[src/rtl/register_file_sb.sv]
// Parametrised register file with two combinational read ports, one write
// port, optional write-through bypass, optional hardwired-zero r0 and a
// per-register busy scoreboard used by the issue stage for hazard checks.
module register_file_sb #(
    parameter int DATA_W   = 8,
    parameter int ADDR_W   = 3,
    parameter int ZERO_REG = 1,
    parameter int BYPASS   = 1
) (
    input  logic              Clk,
    input  logic              Rst,
    input  logic              WEN,
    input  logic [ADDR_W-1:0] RW,
    input  logic [DATA_W-1:0] busW,
    input  logic              RSV,
    input  logic [ADDR_W-1:0] RR,
    input  logic [ADDR_W-1:0] RX,
    input  logic [ADDR_W-1:0] RY,
    output logic [DATA_W-1:0] busX,
    output logic [DATA_W-1:0] busY,
    output logic              busyX,
    output logic              busyY,
    output logic [ADDR_W:0]   busy_cnt
);

    localparam int DEPTH = 2 ** ADDR_W;
    localparam logic ZERO_EN   = (ZERO_REG != 32'sd0);
    localparam logic BYPASS_EN = (BYPASS != 32'sd0);

    logic [DATA_W-1:0] regs_r [DEPTH];
    logic [DEPTH-1:0]  busy_r;
    logic [DEPTH-1:0]  busy_nxt_s;
    logic [ADDR_W:0]   cnt_nxt_s;
    logic              wr_ok_s;
    logic              rsv_ok_s;

    // True when the address is the hardwired-zero register.
    function automatic logic is_zero_reg(input logic [ADDR_W-1:0] addr);
        return ZERO_EN && (addr == {ADDR_W{1'b0}});
    endfunction

    // Operand value seen by a read port, including the write-through path.
    function automatic logic [DATA_W-1:0] read_data(input logic [ADDR_W-1:0] addr);
        logic [DATA_W-1:0] val;
        if (Rst || is_zero_reg(addr)) begin
            val = {DATA_W{1'b0}};
        end else if (BYPASS_EN && WEN && (RW == addr)) begin
            val = busW;
        end else begin
            val = regs_r[addr];
        end
        return val;
    endfunction

    // Hazard flag seen by a read port; a same-cycle result clears it unless
    // a new producer is reserving the same register in this cycle.
    function automatic logic read_busy(input logic [ADDR_W-1:0] addr);
        logic val;
        if (Rst || is_zero_reg(addr)) begin
            val = 1'b0;
        end else if (BYPASS_EN && WEN && (RW == addr) && !(RSV && (RR == addr))) begin
            val = 1'b0;
        end else begin
            val = busy_r[addr];
        end
        return val;
    endfunction

    // Qualify write and reserve requests against the hardwired-zero register.
    always_comb begin
        wr_ok_s  = WEN && !is_zero_reg(RW);
        rsv_ok_s = RSV && !is_zero_reg(RR);
    end

    // Next scoreboard state: write-back releases, then reserve sets (reserve wins).
    always_comb begin
        busy_nxt_s = busy_r;
        if (wr_ok_s) begin
            busy_nxt_s[RW] = 1'b0;
        end else begin
            busy_nxt_s = busy_nxt_s;
        end
        if (rsv_ok_s) begin
            busy_nxt_s[RR] = 1'b1;
        end else begin
            busy_nxt_s = busy_nxt_s;
        end
    end

    // Population count of the next scoreboard state.
    always_comb begin
        cnt_nxt_s = {(ADDR_W + 1){1'b0}};
        for (int i = 0; i < DEPTH; i++) begin
            cnt_nxt_s = cnt_nxt_s + {{ADDR_W{1'b0}}, busy_nxt_s[i]};
        end
    end

    // Register storage: cleared on reset, written from the write-back port.
    always_ff @(posedge Clk or posedge Rst) begin
        if (Rst) begin
            for (int i = 0; i < DEPTH; i++) begin
                regs_r[i] <= {DATA_W{1'b0}};
            end
        end else if (wr_ok_s) begin
            regs_r[RW] <= busW;
        end
    end

    // Scoreboard bits and their registered count, updated on the same edge.
    always_ff @(posedge Clk or posedge Rst) begin
        if (Rst) begin
            busy_r   <= {DEPTH{1'b0}};
            busy_cnt <= {(ADDR_W + 1){1'b0}};
        end else begin
            busy_r   <= busy_nxt_s;
            busy_cnt <= cnt_nxt_s;
        end
    end

    // Combinational read ports and hazard flags for the issue stage.
    always_comb begin
        busX  = read_data(RX);
        busY  = read_data(RY);
        busyX = read_busy(RX);
        busyY = read_busy(RY);
    end

endmodule

[config.mk]
export PLATFORM = sky130hd
export DESIGN_NAME = register_file_sb
export DESIGN_NICKNAME = d
export VERILOG_FILES = /design/src/rtl/register_file_sb.sv
export SDC_FILE = /design/constraint.sdc
export NUM_CORES = 1
export LEC_CHECK = 0
export CORE_MARGIN = 3
export CORE_UTILIZATION = 60
export DETAILED_ROUTE_END_ITERATION = 10
export DONT_BUFFER_PORTS = 1
export PLACE_DENSITY = 0.75
export SYNTH_ARGS = -nofsm -noshare
export SYNTH_HDL_FRONTEND = slang
export SYNTH_SLANG_ARGS = --single-unit
[constraint.sdc]
create_clock -name Clk -period 10.1 [get_ports Clk]
set_input_delay 2.02 -clock Clk [delete_from_list [all_inputs] [get_ports Clk]]
set_output_delay 2.02 -clock Clk [all_outputs]
set_load 0.03 [all_outputs]
==> metrics.md <==
| Metric | Value |
|---|---|
| Area of the multi-input gates | 2470 um^2 |
| Largest area contributor in the netlist | dfrtp_1 |
| Mapped Area | roughly 4700 um^2 |
| Synth warn | 0 |
| Vias in the first global route | between 2000 and 3000 |
| RSZ-0062 raised after global routing | false |
| Slowest stage cell, crit path | a211oi_1 |
| First-pass GRT wire length | 15.6 mm |
| Post-DP HPWL | 6.28 mm |
| Reg2reg start | busy_r[3] |
| Maximum VDD drop | approximately 0.13 mV |
| H-tree depth | 3 |
| WS Path Type | input pin to primary output |
| Hold_ws | 0.398 ns |
| CP Launch Type | input pin |
| Clk sink count | between 70 and 80 |
| Max incr delay on CP | roughly 0.93 ns |
| Worst EP required | roughly 8 ns |
| FF+latch count, synth | 76 |
| Worst path cell trace | clkinv_2 -> o31ai_2 -> a211oi_1 |
| Final setup vio count | 0 |
| Root Buffer | clkbuf_8 |
| Rows | 31 |
| Fin. Hold Viols | 0 |
| Worst-margin pin slew | between 1 and 1.5 ns |
| Layout cell share with drive strength beyond 1 | 0.362 |
| Yosys top cell area share | 0.405 |
| Per-cell routed wire length | 24.1 um |
| Port bufs | 0 |
| Area Overhead vs Synth | 2.64% |
| Crit-path max FO | 23 |
| Number of remaining DRC errors | 0 |
| Asr flop ratio synth | 1.00 |
| Worst hold-check path type | flop to flop |
| Setup repair bufs after CTS | 0 |
| CTS resizes | 0 |
| Area of the core | around 7400 um^2 |
| Slew Viols, Final | 0 |
| Initial antenna violation count | 0 |
| Maximum buffer depth of the clock tree | 2 |
| Die Area | slightly below 9000 um^2 |
| Routed WL | just under 10 mm |
| Die X | 94.5 um |
| Final worst-path cycle share | 0.553 |
| Commonest non-fill, non-tap cell in the layout | dfrtp_1 |
| GRT Total Usage | 0.238 |
| Die Ht | 94.5 um |
| Number of flops mapped to enable cells by yosys | 0 |
| HP Start | regs_r[63] |
| Rel. slew slack | 0.260 |
| Largest net degree at the start of global routing | 57 |
| Clk Latency, worst-skew pair | 0.35 ns |
| Pre-antenna DRT Iters | 4 |
| Pwr dens | roughly 200 nW/um^2 |
| CTS tree | done |
| Starting DRT DRC Count | 128 |
| Status | completed |
| Cts hold-fix bufs | 0 |
| Final net count | approximately 330 |
| Vias | ~2700 |
| Final GP Congestion | about 0.83 |
| Internal reg-to-reg setup slack | between 7 and 8 ns |
| Proportion of synthesized chip area in sequential cells | 0.405 |
| Distinct cells, synth | 43 |
| Remaining antenna violation count after routing | 0 |
| Most frequent cells in the layout | dfrtp_1 (76), mux2_2 (56), mux4_2 (18), mux2i_1 (18), mux4_1 (18) |
| Static Leak | 0.00208 uW |
| Worst setup startpoint | Rst |
| Max Cap Viol | 0 |
| Fillers | approximately 550 |
| Final Skew | approximately 0.0055 ns |
| Top FF cell, synth | dfrtp_1 |
| Initial cell density of the core | 0.634 |
| CTS Buf Count | 9 |
| Fin crit period | around 5.6 ns |
| Sequential cell area | 1900 um^2 |
| Gr ovfl total | 0 |
| Diodes inserted | 0 |
| Fmax | ~180 MHz |
| Post-route setup TNS | 0 ns |
| Syn avg cell area | roughly 14 um^2 |
| Clock slew at reported path FFs | ~0.08 ns |
| Syn_nets | 357 |
| CP Capture Type | primary output |
| Top cells by area, synth | dfrtp_1 (40%), mux2_2 (13%), mux4_1 (10%) |
| I/O Pins | 46 |
| Cells after synthesis | 326 |
| Worst Path Arrival | 3.56 ns |
| Via/cell ratio | about 6.6 |
-- worst paths after layout --
path	to	cells past startpoint
min in group asynchronous	regs_r[48]	1
max in group asynchronous	regs_r[44]	2
min	regs_r[63]	0
min reg2reg	regs_r[63]	0
max reg2reg	busy_cnt[2]	9
max	busY[5]	3
-- layer usage --
layer / routed length, um / global-route usage
met5: 0 / 0
met4: 196 / 0.0865
met3: 672 / 0.0566
met2: 4480 / 0.356
met1: 4430 / 0.342
-- kinds of logic after synthesis --
logic type               count (synthesis)  synth area share
AO/OA/AOI/OAI                           28            0.0527
multiplexers                           110             0.360
buffers and inverters                   54            0.0695
adder cells (fa/ha/maj)                  7            0.0250
XOR/XNOR                                13            0.0346
AND/OR/NAND/NOR                         38            0.0538
flip-flops                              76             0.405
-- worst max-delay path, delay by kind of cell --
family | cells | cell delay, ns
buffers and inverters | 1 | 0.28
AOI/OAI and AO/OA | 2 | 1.24
-- report_power, final --
part	switching, uW	internal [uW]
Combinational	107	133
Sequential	54.3	367
Clock	113	178
-- cells in the mapped netlist (2+ instances only) --
| cell type | number |
|---|---|
| nand4_4 | 2 |
| buf_12 | 2 |
| a41oi_1 | 2 |
| nor3_1 | 2 |
| buf_2 | 4 |
| ha_1 | 3 |
| nand3_2 | 2 |
| a211oi_2 | 3 |
| nand2_1 | 5 |
| o21a_1 | 2 |
| inv_1 | 18 |
| buf_1 | 6 |
| xnor2_1 | 8 |
| xnor2_2 | 4 |
| nor2b_1 | 4 |
| nor2_1 | 15 |
| fa_1 | 4 |
| mux2_2 | 56 |
| a211oi_1 | 13 |
| mux2i_1 | 18 |
| mux4_1 | 18 |
| dfrtp_1 | 76 |
| clkbuf_1 | 10 |
| buf_4 | 5 |
| mux4_2 | 18 |
| buf_6 | 9 |
-- flip-flops by register name (all words and copies together), names as in the netlist --
| register | cells |
|---|---|
| busy_cnt | 4 |
| busy_r | 8 |
| regs_r | 64 |
-- per-stage QoR --
| step | power (uW) | util | area, um^2 | setup slack (ns) | std cells |
|---|---|---|---|---|---|
| after floorplan | 640 | - | 4700 | 3.08 | 326 |
| after CTS | 955 | 0.651 | 4820 | 4.48 | 406 |
| after detailed placement | 668 | 0.617 | 4570 | 4.48 | 390 |
| after global placement | 658 | 0.617 | 4570 | 4.49 | 390 |
| final | 952 | 0.651 | 4820 | 4.52 | 406 |
| after global routing | 1010 | 0.651 | 4820 | 4.37 | 406 |
-- layout make-up --
| class | instances | area share |
|---|---|---|
| Timing Repair Buffer | 1 | 0.00156 |
| Sequential cell | 76 | 0.394 |
| Multi-Input combinational cell | 196 | 0.512 |
| Clock buffer | 12 | 0.0322 |
| Clock inverter | 4 | 0.0197 |
| Tap cell | 99 | 0.0257 |
| Inverter | 18 | 0.0143 |
(Power assumes the default switching activity.)
